$ cat config.mk
export PLATFORM = sky130hd
export DESIGN_NAME = kore_opseq
export DESIGN_NICKNAME = d
export VERILOG_FILES = /design/src/rtl/kore_opseq.sv
export SDC_FILE = /design/constraint.sdc
export NUM_CORES = 1
export LEC_CHECK = 0
export CAP_MARGIN = 15
export CORE_ASPECT_RATIO = 2
export CORE_MARGIN = 4
export CORE_UTILIZATION = 30
export CTS_CLUSTER_SIZE = 16
export DETAILED_ROUTE_END_ITERATION = 8
export SLEW_MARGIN = 30
export SYNTH_ARGS = -nofsm -noshare
export SYNTH_HDL_FRONTEND = slang
export SYNTH_SLANG_ARGS = --single-unit
$ cat constraint.sdc
create_clock -name clk -period 5.7 [get_ports clk]
set_input_delay 0.57 -clock clk [delete_from_list [all_inputs] [get_ports clk]]
set_output_delay 0.57 -clock clk [all_outputs]
set_load 0.1 [all_outputs]
$ cat src/rtl/kore_opseq.sv
// kore_opseq: multi-cycle instruction sequencer. It accepts one instruction word, reads its source
// registers, runs the execute handshake with a time-out, and produces the next PC.
module kore_opseq #(
  parameter int IR_W    = 32,
  parameter int OPC_W   = 6,
  parameter int RA_W    = 5,
  parameter int PC_W    = 16,
  parameter int EXEC_TO = 15
) (
  input  logic             clk,
  input  logic             rst,
  input  logic             ir_valid,
  output logic             ir_ready,
  input  logic [IR_W-1:0]  ir_code,
  input  logic [PC_W-1:0]  pc_in,
  output logic [OPC_W-1:0] opcode,
  output logic             rf_rd,
  output logic [RA_W-1:0]  rf_addr,
  output logic             exec_start,
  input  logic             exec_done,
  input  logic             bc_taken,
  output logic             pc_load,
  output logic [PC_W-1:0]  pc_next,
  output logic             opflag,
  output logic             busy,
  output logic             err,
  input  logic             err_clr
);

  localparam int IMM_W = IR_W - OPC_W - 2*RA_W;
  localparam int CNT_W = (EXEC_TO > 1) ? $clog2(EXEC_TO) : 1;
  localparam logic [CNT_W-1:0] CNT_LAST = CNT_W'(EXEC_TO - 1);
  localparam logic [CNT_W-1:0] CNT_ONE  = CNT_W'(1);
  localparam logic [PC_W-1:0]  PC_STEP  = PC_W'(1);

  typedef enum logic [2:0] {
    IDLE = 3'd0,
    RS0  = 3'd1,
    RS1  = 3'd2,
    EXEC = 3'd3,
    DONE = 3'd4
  } state_t;

  // A size cast of a signed operand sign-extends (or truncates) the immediate to PC width.
  function automatic logic [PC_W-1:0] sext_imm(input logic [IMM_W-1:0] imm);
    return PC_W'($signed(imm));
  endfunction

  state_t            state_r;
  state_t            next_state_s;
  logic [RA_W-1:0]   rs1_r;
  logic [IMM_W-1:0]  imm_r;
  logic [PC_W-1:0]   pc_r;
  logic [CNT_W-1:0]  cnt_r;

  logic [OPC_W-1:0]  ir_opc_s;
  logic [RA_W-1:0]   ir_rs0_s;
  logic [RA_W-1:0]   ir_rs1_s;
  logic [IMM_W-1:0]  ir_imm_s;
  logic              accept_s;
  logic              branch_s;
  logic              two_src_s;
  logic              timeout_s;
  logic              taken_s;
  logic [RA_W-1:0]   rf_addr_s;
  logic [PC_W-1:0]   pc_next_s;

  assign ir_opc_s  = ir_code[IR_W-1 -: OPC_W];
  assign ir_rs0_s  = ir_code[IR_W-OPC_W-1 -: RA_W];
  assign ir_rs1_s  = ir_code[IR_W-OPC_W-RA_W-1 -: RA_W];
  assign ir_imm_s  = ir_code[IMM_W-1:0];
  assign accept_s  = ir_valid & ir_ready;
  assign branch_s  = opcode[OPC_W-1];
  assign two_src_s = opcode[OPC_W-2];

  // Next-state decode, including the time-out and the branch outcome captured on leaving EXEC.
  always_comb begin
    next_state_s = state_r;
    timeout_s    = 1'b0;
    taken_s      = 1'b0;
    case (state_r)
      IDLE: begin
        if (accept_s) begin
          if (ir_opc_s == '0) begin
            next_state_s = DONE;
          end else begin
            next_state_s = RS0;
          end
        end else begin
          next_state_s = IDLE;
        end
      end
      RS0: begin
        if (two_src_s) begin
          next_state_s = RS1;
        end else begin
          next_state_s = EXEC;
        end
      end
      RS1:  next_state_s = EXEC;
      EXEC: begin
        // exec_done in the last allowed cycle takes priority over the time-out.
        if (exec_done) begin
          next_state_s = DONE;
          taken_s      = bc_taken;
        end else if (cnt_r == CNT_LAST) begin
          next_state_s = DONE;
          timeout_s    = 1'b1;
        end else begin
          next_state_s = EXEC;
        end
      end
      DONE:    next_state_s = IDLE;
      default: next_state_s = IDLE;
    endcase
  end

  // Values the registered outputs take in the state being entered.
  always_comb begin
    rf_addr_s = '0;
    pc_next_s = pc_r + PC_STEP;
    case (next_state_s)
      RS0:     rf_addr_s = ir_rs0_s;
      RS1:     rf_addr_s = rs1_r;
      default: rf_addr_s = '0;
    endcase
    if (state_r == IDLE) begin
      pc_next_s = pc_in + PC_STEP;
    end else if (branch_s && taken_s) begin
      pc_next_s = pc_r + sext_imm(imm_r);
    end else begin
      pc_next_s = pc_r + PC_STEP;
    end
  end

  // State register, instruction latch and EXEC cycle counter.
  always_ff @(posedge clk or posedge rst) begin
    if (rst) begin
      state_r <= IDLE;
      opcode  <= '0;
      rs1_r   <= '0;
      imm_r   <= '0;
      pc_r    <= '0;
      cnt_r   <= '0;
    end else begin
      state_r <= next_state_s;
      if (state_r == IDLE && accept_s) begin
        opcode <= ir_opc_s;
        rs1_r  <= ir_rs1_s;
        imm_r  <= ir_imm_s;
        pc_r   <= pc_in;
      end else begin
        opcode <= opcode;
      end
      if (state_r == EXEC) begin
        cnt_r <= cnt_r + CNT_ONE;
      end else begin
        cnt_r <= '0;
      end
    end
  end

  // Outputs are registered from the next state so each one is aligned with the state it belongs to.
  always_ff @(posedge clk or posedge rst) begin
    if (rst) begin
      ir_ready   <= 1'b0;
      busy       <= 1'b0;
      rf_rd      <= 1'b0;
      rf_addr    <= '0;
      exec_start <= 1'b0;
      pc_load    <= 1'b0;
      opflag     <= 1'b0;
      pc_next    <= '0;
      err        <= 1'b0;
    end else begin
      ir_ready   <= (next_state_s == IDLE);
      busy       <= (next_state_s != IDLE);
      rf_rd      <= (next_state_s == RS0) || (next_state_s == RS1);
      rf_addr    <= rf_addr_s;
      exec_start <= (next_state_s == EXEC) && (state_r != EXEC);
      pc_load    <= (next_state_s == DONE);
      opflag     <= (next_state_s == DONE);
      if (next_state_s == DONE) begin
        pc_next <= pc_next_s;
      end else begin
        pc_next <= pc_next;
      end
      if (timeout_s) begin
        err <= 1'b1;
      end else if (err_clr) begin
        err <= 1'b0;
      end else begin
        err <= err;
      end
    end
  end

endmodule

-- Yosys cells after proc, flatten, opt, wreduce, memory -nomap -nowiden
Index checks and enable logic that the tools add are counted.
- equal/unequal tests: 9
- reduce and logical (&&, ||, !) cells: 9
- bitwise operators: 1
- $add $sub $neg: 4
- mux-type cells: 17
- operators by type and width (cell ; count):
    $add A16 B1 Y16 const B ; 2
    $mux W16 ; 2
    $add A16 B16 Y16 ; 1
    $eq A3 B2 Y1 const B ; 4
    $mux W3 ; 4
    $pmux W3 S4 ; 1
    $pmux W5 S2 ; 1
    $mux W1 ; 8
    $eq A3 B1 Y1 const B ; 2
    $logic_not A3 Y1 ; 2
    $logic_not A6 Y1 ; 1
    $add A4 B1 Y4 const B ; 1
    $eq A4 B4 Y1 const B ; 1
    $mux W4 ; 1
    $eq A3 B3 Y1 const B ; 1
    $logic_and A1 B1 Y1 ; 3
    $ne A3 B2 Y1 const B ; 1
    $reduce_bool A3 Y1 ; 1
    $reduce_bool A2 Y1 ; 1
    $and A1 B1 Y1 ; 1
    $logic_or A1 B1 Y1 ; 1
- bits of input ports: 54
- word-level logic and storage cells: 54
- output and inout bits: 34
- register bits after elaboration: 77

-- Logic depth before layout (Yosys ltp)
Gate-level depths: netlist (run 1).
- word-level depth: 6
- mapped depth: 13
- depth with buffers taken out: 10

-- Worst setup path before layout (run 1)
OpenSTA, ideal clock, no wires.
- path kind: reg-to-reg
- from: reg opcode[5]
- to: reg pc_next[12]
- cell stages (with the launch flop): 11
- path buffers: 0
- slack: 2.357 ns
- arrival time: 3.257 ns
- library setup time: 0.086 ns
- cell sequence: dfrtp_1 > nand3_1 > or3_1 > ha_1 > fa_1 > a211oi_1 > o21bai_1 > a221oi_2 > o21ai_1 > and4_1 > nor3_1
- word-level cells in the longest chain between the ends: 3
- ends and longest elaborated chain (what ; RTL line ; source):
    start: declaration ; 16 ; output logic [OPC_W-1:0] opcode,
    start signal: assignment ; 148 ; opcode <= ir_opc_s;
    start signal: assignment ; 153 ; opcode <= opcode;
    $logic_and A1 B1 Y1 ; 129 ; end else if (branch_s && taken_s) begin
    $mux W16 ; 129 ;
    $mux W16 ; 127 ; if (state_r == IDLE) begin
    end signal: assignment ; 184 ; pc_next <= pc_next_s;
    end signal: assignment ; 186 ; pc_next <= pc_next;
    end: declaration ; 23 ; output logic [PC_W-1:0] pc_next,
Every way passes these cells.
A chain may end at the register's enable or synchronous reset.

-- Worst setup path in the final report (run 1)
- from: in exec_done
- to: reg pc_next[12]
- word-level cells in the longest chain between the ends: 5
- elaborated cells on any way between the ends: 8
- ends and longest elaborated chain (what ; RTL line ; source):
    start: declaration ; 20 ; input logic exec_done,
    $mux W1 ; 103 ; if (exec_done) begin
    $mux W1 ; 81 ; case (state_r)
    $logic_and A1 B1 Y1 ; 129 ;
    $mux W16 ; 129 ;
    $mux W16 ; 127 ;
Parallel ways exist; a longest one is shown, timed or not.

==> results.py, run 1 <==
metrics = {
    "setup_path": {
        "cp.arrival_ps": 3720,
        "r2r_slack_ps": 2270,
        "crit_fanout": 3,
        "end_kind": "register",
        "start_kind": "primary input",
        "required_ps": 5950,
        "path_class": "primary input to register",
    },
    "final_layout": {
        "utilization": 0.401,
        "diodes": 0,
        "final_layout_size_suffix_gt1_frac": 0.166,
        "layout.nets": 544,
        "area_delta_synth_final_pct": 30.6,
    },
    "yosys": {
        "syn_area_mm2": 0.00426,
        "synth_top_family_by_area": "simple AND/OR/NAND/NOR gates",
        "synthArstFlopShare": 1.00,
        "syn_inst": 389,
        "synth-edff-count": 0,
        "synthAdderAreaFrac": 0.0576,
        "ys.flop_type": "dfrtp_1",
        "ys_ff_latch": 77,
        "synth_seq_area_share": 0.452,
        "syn_nets": 462,
        "ys.warnings.count": 0,
        "syn_area_per_cell_um2": 11.0,
        "synthSimpleGateAreaFrac": 0.158,
        "synth.area.mux_share": 0.121,
        "yosysUniqueCellTypes": 60,
        "synth_xor_xnor_area_share": 0.0432,
        "synth_compound_area_frac": 0.132,
    },
    "placement": {
        "portBuffers": 87,
        "dp_hpwl_mm": 9.22,
        "place_congestion": 0.908,
    },
    "routing": {
        "route.vias.total": 3258,
        "drt_iter0_drc": 101,
        "routed_wl_mm": 11.6,
        "drc": 0,
        "detail_route.wl_per_cell_um": 17.4,
        "drt_first_pass_iters": 4,
        "viasPerCell": 4.90,
        "antenna_left": 0,
    },
    "timing": {
        "slew-limit-headroom": 0.334,
        "rsz0062_at_grt": "false",
        "finalHoldViolCount": 0,
        "worst_pin_slew_ps": 996,
        "setup_viol": 0,
        "period_minus_slack_ps": 3480,
        "timing.fmax_mhz": 288,
        "fin_worst_skew_ps": 8.47,
        "period_share": 0.610,
        "drv_slew": 0,
        "setup_tns_ps": 0,
    },
    "clock_network": {
        "cts.repair.resized": 0,
        "clock_latency_ps": 340,
        "clock_path_buffers": 2,
        "cts_setup_buffers": 0,
        "clkTransAtPathRegs_ps": 70,
        "cts-root-buf": "clkbuf_16",
        "cts_tree": "yes",
        "cts_sinks": 77,
        "cts_buffers": 9,
        "cts_hold_buf": 0,
        "cts_max_level": 3,
    },
    "global_route": {
        "grt_max_degree": 48,
        "grt_use_total": 0.147,
        "grt-ovfl-total": 0,
        "grt_pass1_vias": 3493,
        "grt_first_pass_wirelength_mm": 18.4,
        "antenna_found_initial": 0,
    },
    "die": {
        "die-area_mm2": 0.0163,
        "die_w_um": 92.3,
        "initial_core_util": 0.307,
        "core_area_mm2": 0.0139,
        "placementRows": 61,
        "die_h_um": 177,
        "boundaryPins": 88,
    },
    "flow_run": {
        "drv_cap": 0,
    },
    "pwr": {
        "p_leak_uw": 0.00235,
        "ir_worst_vdd_mv": 0.153,
        "power.density_mw_per_mm2": 552,
    },
    "status": {
        "status": "complete, no violations",
    },
    "min_path": {
        "min_path_type": "register to register",
    },
}
[cell usage after synthesis (2+ instances only)]
cell type  instances  area share
dfrtp_1           77        0.45
mux2_2            43        0.11
nor2_1            28       0.025
o21ai_0           22       0.026
a21oi_1           19       0.022
and2_1            18       0.026
ha_1              18       0.053
nand2_1           18       0.016
xnor2_1           16       0.033
nand3_1           15       0.018
inv_1              7      0.0062
clkbuf_1           6      0.0053
nand4_1            6      0.0088
o21bai_1           6       0.011
a211oi_1           5      0.0088
a22o_1             5       0.010
or3_1              5      0.0073
xor2_1             5       0.010
a21o_1             4      0.0070
a31oi_1            4      0.0059
and4_1             4      0.0082
buf_2              4      0.0047
buf_4              4      0.0070
buf_6              3      0.0079
mux2i_1            3      0.0070
nor3_1             3      0.0035
a31o_2             2      0.0041
and3_1             2      0.0029
nor2b_1            2      0.0029
nor4_1             2      0.0029
o211ai_1           2      0.0035
o22ai_1            2      0.0029
o31ai_1            2      0.0035
[final timing paths]
path,start,endpoint,cells past startpoint
max,exec_done,pc_next[12]$_DFFE_PP0P_,11
min,rs1_r[3]$_DFFE_PP0P_,rf_addr[3]$_DFF_PP0_,1
max reg2reg,state_r[1]$_DFF_PP0_,pc_next[12]$_DFFE_PP0P_,10
min reg2reg,rs1_r[3]$_DFFE_PP0P_,rf_addr[3]$_DFF_PP0_,1
max in group asynchronous,rst,busy$_DFF_PP0_,3
min in group asynchronous,rst,opcode[3]$_DFFE_PP0P_,2
[critical path: stages]
cell and delay (ps):
clkdlybuf4s50_1 500, nand3_1 130, or3_1 340, ha_1 240
fa_1 440, a211oi_1 350, o21bai_1 190, a221oi_2 430
o21ai_1 140, and4_1 210, nor3_1 180
[logic make-up (layout without fill, tap and decap cells)]
kind of cell / after synthesis / count (layout)
DFF: 77 / 77
and+or+nand+nor: 116 / 116
adders and majority gates: 19 / 19
xor gates and xnor gates: 21 / 21
muxes: 46 / 46
AOI/OAI and AO/OA: 84 / 84
buffers and inverters: 26 / 113
[final cells by class]
cell class | count | area, µm²
repair buffers | 88 | 878
multi-input cells | 286 | 2190
clock buffers | 9 | 225
flip-flops and latches | 77 | 1930
well taps | 189 | 236
inverters | 9 | 48.8
fillers | 1418 | 8330
clock inverters | 7 | 56.3
[cells in the final DEF (no fill, tap or decap), types with 2 or more instances in the layout]
| master | Yosys | final |
|---|---|---|
| clkdlybuf4s50_1 | 0 | 87 |
| and3_1 | 2 | 2 |
| nand4_1 | 6 | 6 |
| nor2b_1 | 2 | 2 |
| o22ai_1 | 2 | 2 |
| and2_1 | 18 | 17 |
| inv_1 | 7 | 6 |
| nor2_1 | 28 | 27 |
| xnor2_1 | 16 | 16 |
| inv_6 | 0 | 4 |
| a21o_1 | 4 | 4 |
| a31o_2 | 2 | 2 |
| mux2_2 | 43 | 43 |
| o21bai_1 | 6 | 6 |
| a21oi_1 | 19 | 19 |
| a22o_1 | 5 | 5 |
| o31ai_1 | 2 | 2 |
| nand3_1 | 15 | 15 |
| mux2i_1 | 3 | 3 |
| or3_1 | 5 | 5 |
| ha_1 | 18 | 18 |
| o211ai_1 | 2 | 2 |
| dfrtp_1 | 77 | 77 |
| a211oi_1 | 5 | 5 |
| nand2_1 | 18 | 18 |
| nor3_1 | 3 | 3 |
| xor2_1 | 5 | 5 |
| clkbuf_16 | 0 | 9 |
| a31oi_1 | 4 | 4 |
| nor4_1 | 2 | 2 |
| and4_1 | 4 | 4 |
| o21ai_0 | 22 | 22 |
[through the flow]
step	worst slack, ps	std cells	power (µW)	cell area, µm²	hold slack [ps]
after floorplan	2360	389	2140	4260	452
after global placement	1850	649	2520	5270	466
after detailed placement	1760	649	2550	5280	478
after CTS	2100	665	3110	5560	494
after global routing	2010	665	3240	5560	518
final	2220	665	3070	5560	489
[routing by layer]
| layer | vias up | wire length, µm | global-route usage |
|---|---|---|---|
| li1 | 1584 | - | - |
| met1 | 1588 | 4190 | 0.142 |
| met2 | 71 | 6760 | 0.295 |
| met3 | 15 | 330 | 0.0269 |
| met4 | 0 | 301 | 0.0620 |
| met5 | - | 0 | 0 |
[registers in the layout, summed over array words and instances, names as in the netlist]
register    count
cnt_r           4
exec_start      1
rs1_r           5
state_r         3
rf_rd           1
imm_r          16
opflag          1
err             1
rf_addr         5
pc_r           16
ir_ready        1
pc_next        16
busy            1
opcode          6
[report_power, final]
group / internal, µW / leakage (µW) / switching, µW
Combinational: 497 / 0.00124 / 1100
Clock: 301 / 0.000137 / 243
Sequential: 776 / 0.000974 / 162
(Power assumes the default switching activity.)
==> run 2: changes to the inputs <==
- clock period: 5.7 -> 2.95 ns (I/O delays scaled with it)
==> run 2 against run 1 <==
  * Register-to-register slack got worse by 2100 ps
  * Flip-flop and latch count did not move
  * Worst hold slack worse by 260 ps
  * Via count rose by 5.0%
  * Global-route usage up 0.28 points
  * Final cell count up 4.4%
  * Cell area up 3.1%
  * Critical path type is now register to register
  * Largest cell class unchanged
==> results.py, run 2 (synthesized netlist as in run 1, its figures left out) <==
metrics = {
    "status": {
        "status": "complete, no violations",
    },
    "clock_network": {
        "cts_sinks": 77,
        "clock_latency_ps": 340,
        "cts.repair.resized": 0,
        "clock_path_buffers": 2,
        "cts-root-buf": "clkbuf_16",
        "cts_hold_buf": 0,
        "cts_buffers": 9,
        "clkTransAtPathRegs_ps": 70,
        "cts_tree": "yes",
        "cts_setup_buffers": 0,
        "cts_max_level": 3,
    },
    "placement": {
        "placed_cells": 678,
        "place_congestion": 0.871,
        "portBuffers": 87,
        "dp_hpwl_mm": 9.34,
    },
    "global_route": {
        "antenna_found_initial": 0,
        "grt_use_total": 0.150,
        "grt_pass1_vias": 3756,
        "grt_first_pass_wirelength_mm": 19.0,
        "grt-ovfl-total": 0,
        "grt_max_degree": 41,
    },
    "die": {
        "boundaryPins": 88,
        "die_h_um": 177,
        "initial_core_util": 0.307,
        "die-area_mm2": 0.0163,
        "placementRows": 61,
        "die_w_um": 92.3,
        "core_area_mm2": 0.0139,
    },
    "timing": {
        "finalHoldViolCount": 0,
        "drv_slew": 0,
        "rsz0062_at_grt": "false",
        "timing.fmax_mhz": 354,
        "period_share": 0.958,
        "fin_worst_skew_ps": 10.7,
        "slew-limit-headroom": 0.353,
        "setup_viol": 0,
        "period_minus_slack_ps": 2820,
        "setup_tns_ps": 0,
        "worst_pin_slew_ps": 968,
    },
    "setup_path": {
        "r2r-end": "pc_next[12]$_DFFE_PP0P_",
        "reg2regPathDepth": 11,
        "start_kind": "register",
        "crit_fanout": 3,
        "path_class": "register to register",
        "r2r_slack_ps": 130,
        "cp.arrival_ps": 3080,
        "r2r_start": "state_r[2]$_DFF_PP0_",
        "end_kind": "register",
        "required_ps": 3200,
    },
    "final_layout": {
        "fillerInstances": 1402,
        "diodes": 0,
        "area_delta_synth_final_pct": 34.7,
        "final_layout_size_suffix_gt1_frac": 0.285,
        "fin_cells": 694,
        "layout.nets": 573,
        "reg_top3": "imm_r (16), pc_next (16), pc_r (16)",
        "final_cell_mix": "dfrtp_1, buf_4, clkdlybuf4s50_1",
        "final_common_cell": "dfrtp_1",
    },
    "routing": {
        "drt_first_pass_iters": 5,
        "routed_wl_mm": 11.5,
        "antenna_left": 0,
        "viasPerCell": 4.93,
        "drc": 0,
        "detail_route.wl_per_cell_um": 16.6,
        "drt_iter0_drc": 96,
        "route.vias.total": 3421,
    },
    "min_path": {
        "min_path_type": "primary input to async pin",
    },
    "pwr": {
        "p_leak_uw": 0.00255,
        "power.density_mw_per_mm2": 1050,
        "ir_worst_vdd_mv": 0.319,
        "power_uw": 6040,
    },
    "flow_run": {
        "drv_cap": 0,
    },
}
[run 2: routing by layer]
| metal | track usage | vias up | wire [µm] |
|---|---|---|---|
| met4 | 0.0707 | 0 | 374 |
| met5 | 0 | - | 0 |
| met1 | 0.147 | 1670 | 3960 |
| met3 | 0.0286 | 28 | 406 |
| li1 | - | 1638 | - |
| met2 | 0.294 | 85 | 6760 |
[run 2: worst max path at each step]
stage | from | cells past startpoint | slack, ps | endpoint
2_1_floorplan | opcode[5]$_DFFE_PP0P_ | 10 | 20 | pc_next[12]$_DFFE_PP0P_
3_3_place_gp | exec_done | 12 | -180 | pc_next[12]$_DFFE_PP0P_
3_5_place_dp | exec_done | 12 | -220 | pc_next[12]$_DFFE_PP0P_
4_1_cts | state_r[2]$_DFF_PP0_ | 11 | 70 | pc_next[12]$_DFFE_PP0P_
5_1_grt | state_r[2]$_DFF_PP0_ | 11 | 0.7 | pc_next[12]$_DFFE_PP0P_
6_report | state_r[2]$_DFF_PP0_ | 11 | 130 | pc_next[12]$_DFFE_PP0P_
[run 2: worst max-delay path: stages (launching register included)]
cell,delay (ps)
dfrtp_1,380
nand3b_4,170
or3_1,360
ha_2,200
fa_2,390
a211oi_4,250
o21bai_2,130
a221oi_2,240
buf_4,170
o21ai_1,70
and4_1,210
nor3_1,170
[run 2: area by class of cell]
type / count / area [µm²] / area share
repair buffers: 117 / 1040 / 0.181
clock inverters: 7 / 61.3 / 0.0107
inverters: 9 / 46.3 / 0.00807
well taps: 189 / 236 / 0.0412
flip-flops and latches: 77 / 1930 / 0.336
multi-input cells: 286 / 2200 / 0.384
clock buffers: 9 / 225 / 0.0392
[run 2: metrics by stage]
step / worst slack, ps / area [µm²] / utilization / hold slack, ps
4_1_cts: 71.9 / 5730 / 0.412 / 237
2_1_floorplan: 18.1 / 4270 / - / 399
5_1_grt: 0.739 / 5740 / 0.413 / 258
3_3_place_gp: -181 / 5440 / 0.392 / 471
3_5_place_dp: -224 / 5440 / 0.392 / 478
6_report: 125 / 5740 / 0.413 / 226
[run 2: power breakdown]
| part | total (µW) | internal (µW) | switching, µW |
|---|---|---|---|
| sequential | 1760 | 1500 | 262 |
| clock | 1070 | 588 | 483 |
| combinational | 3200 | 1040 | 2170 |
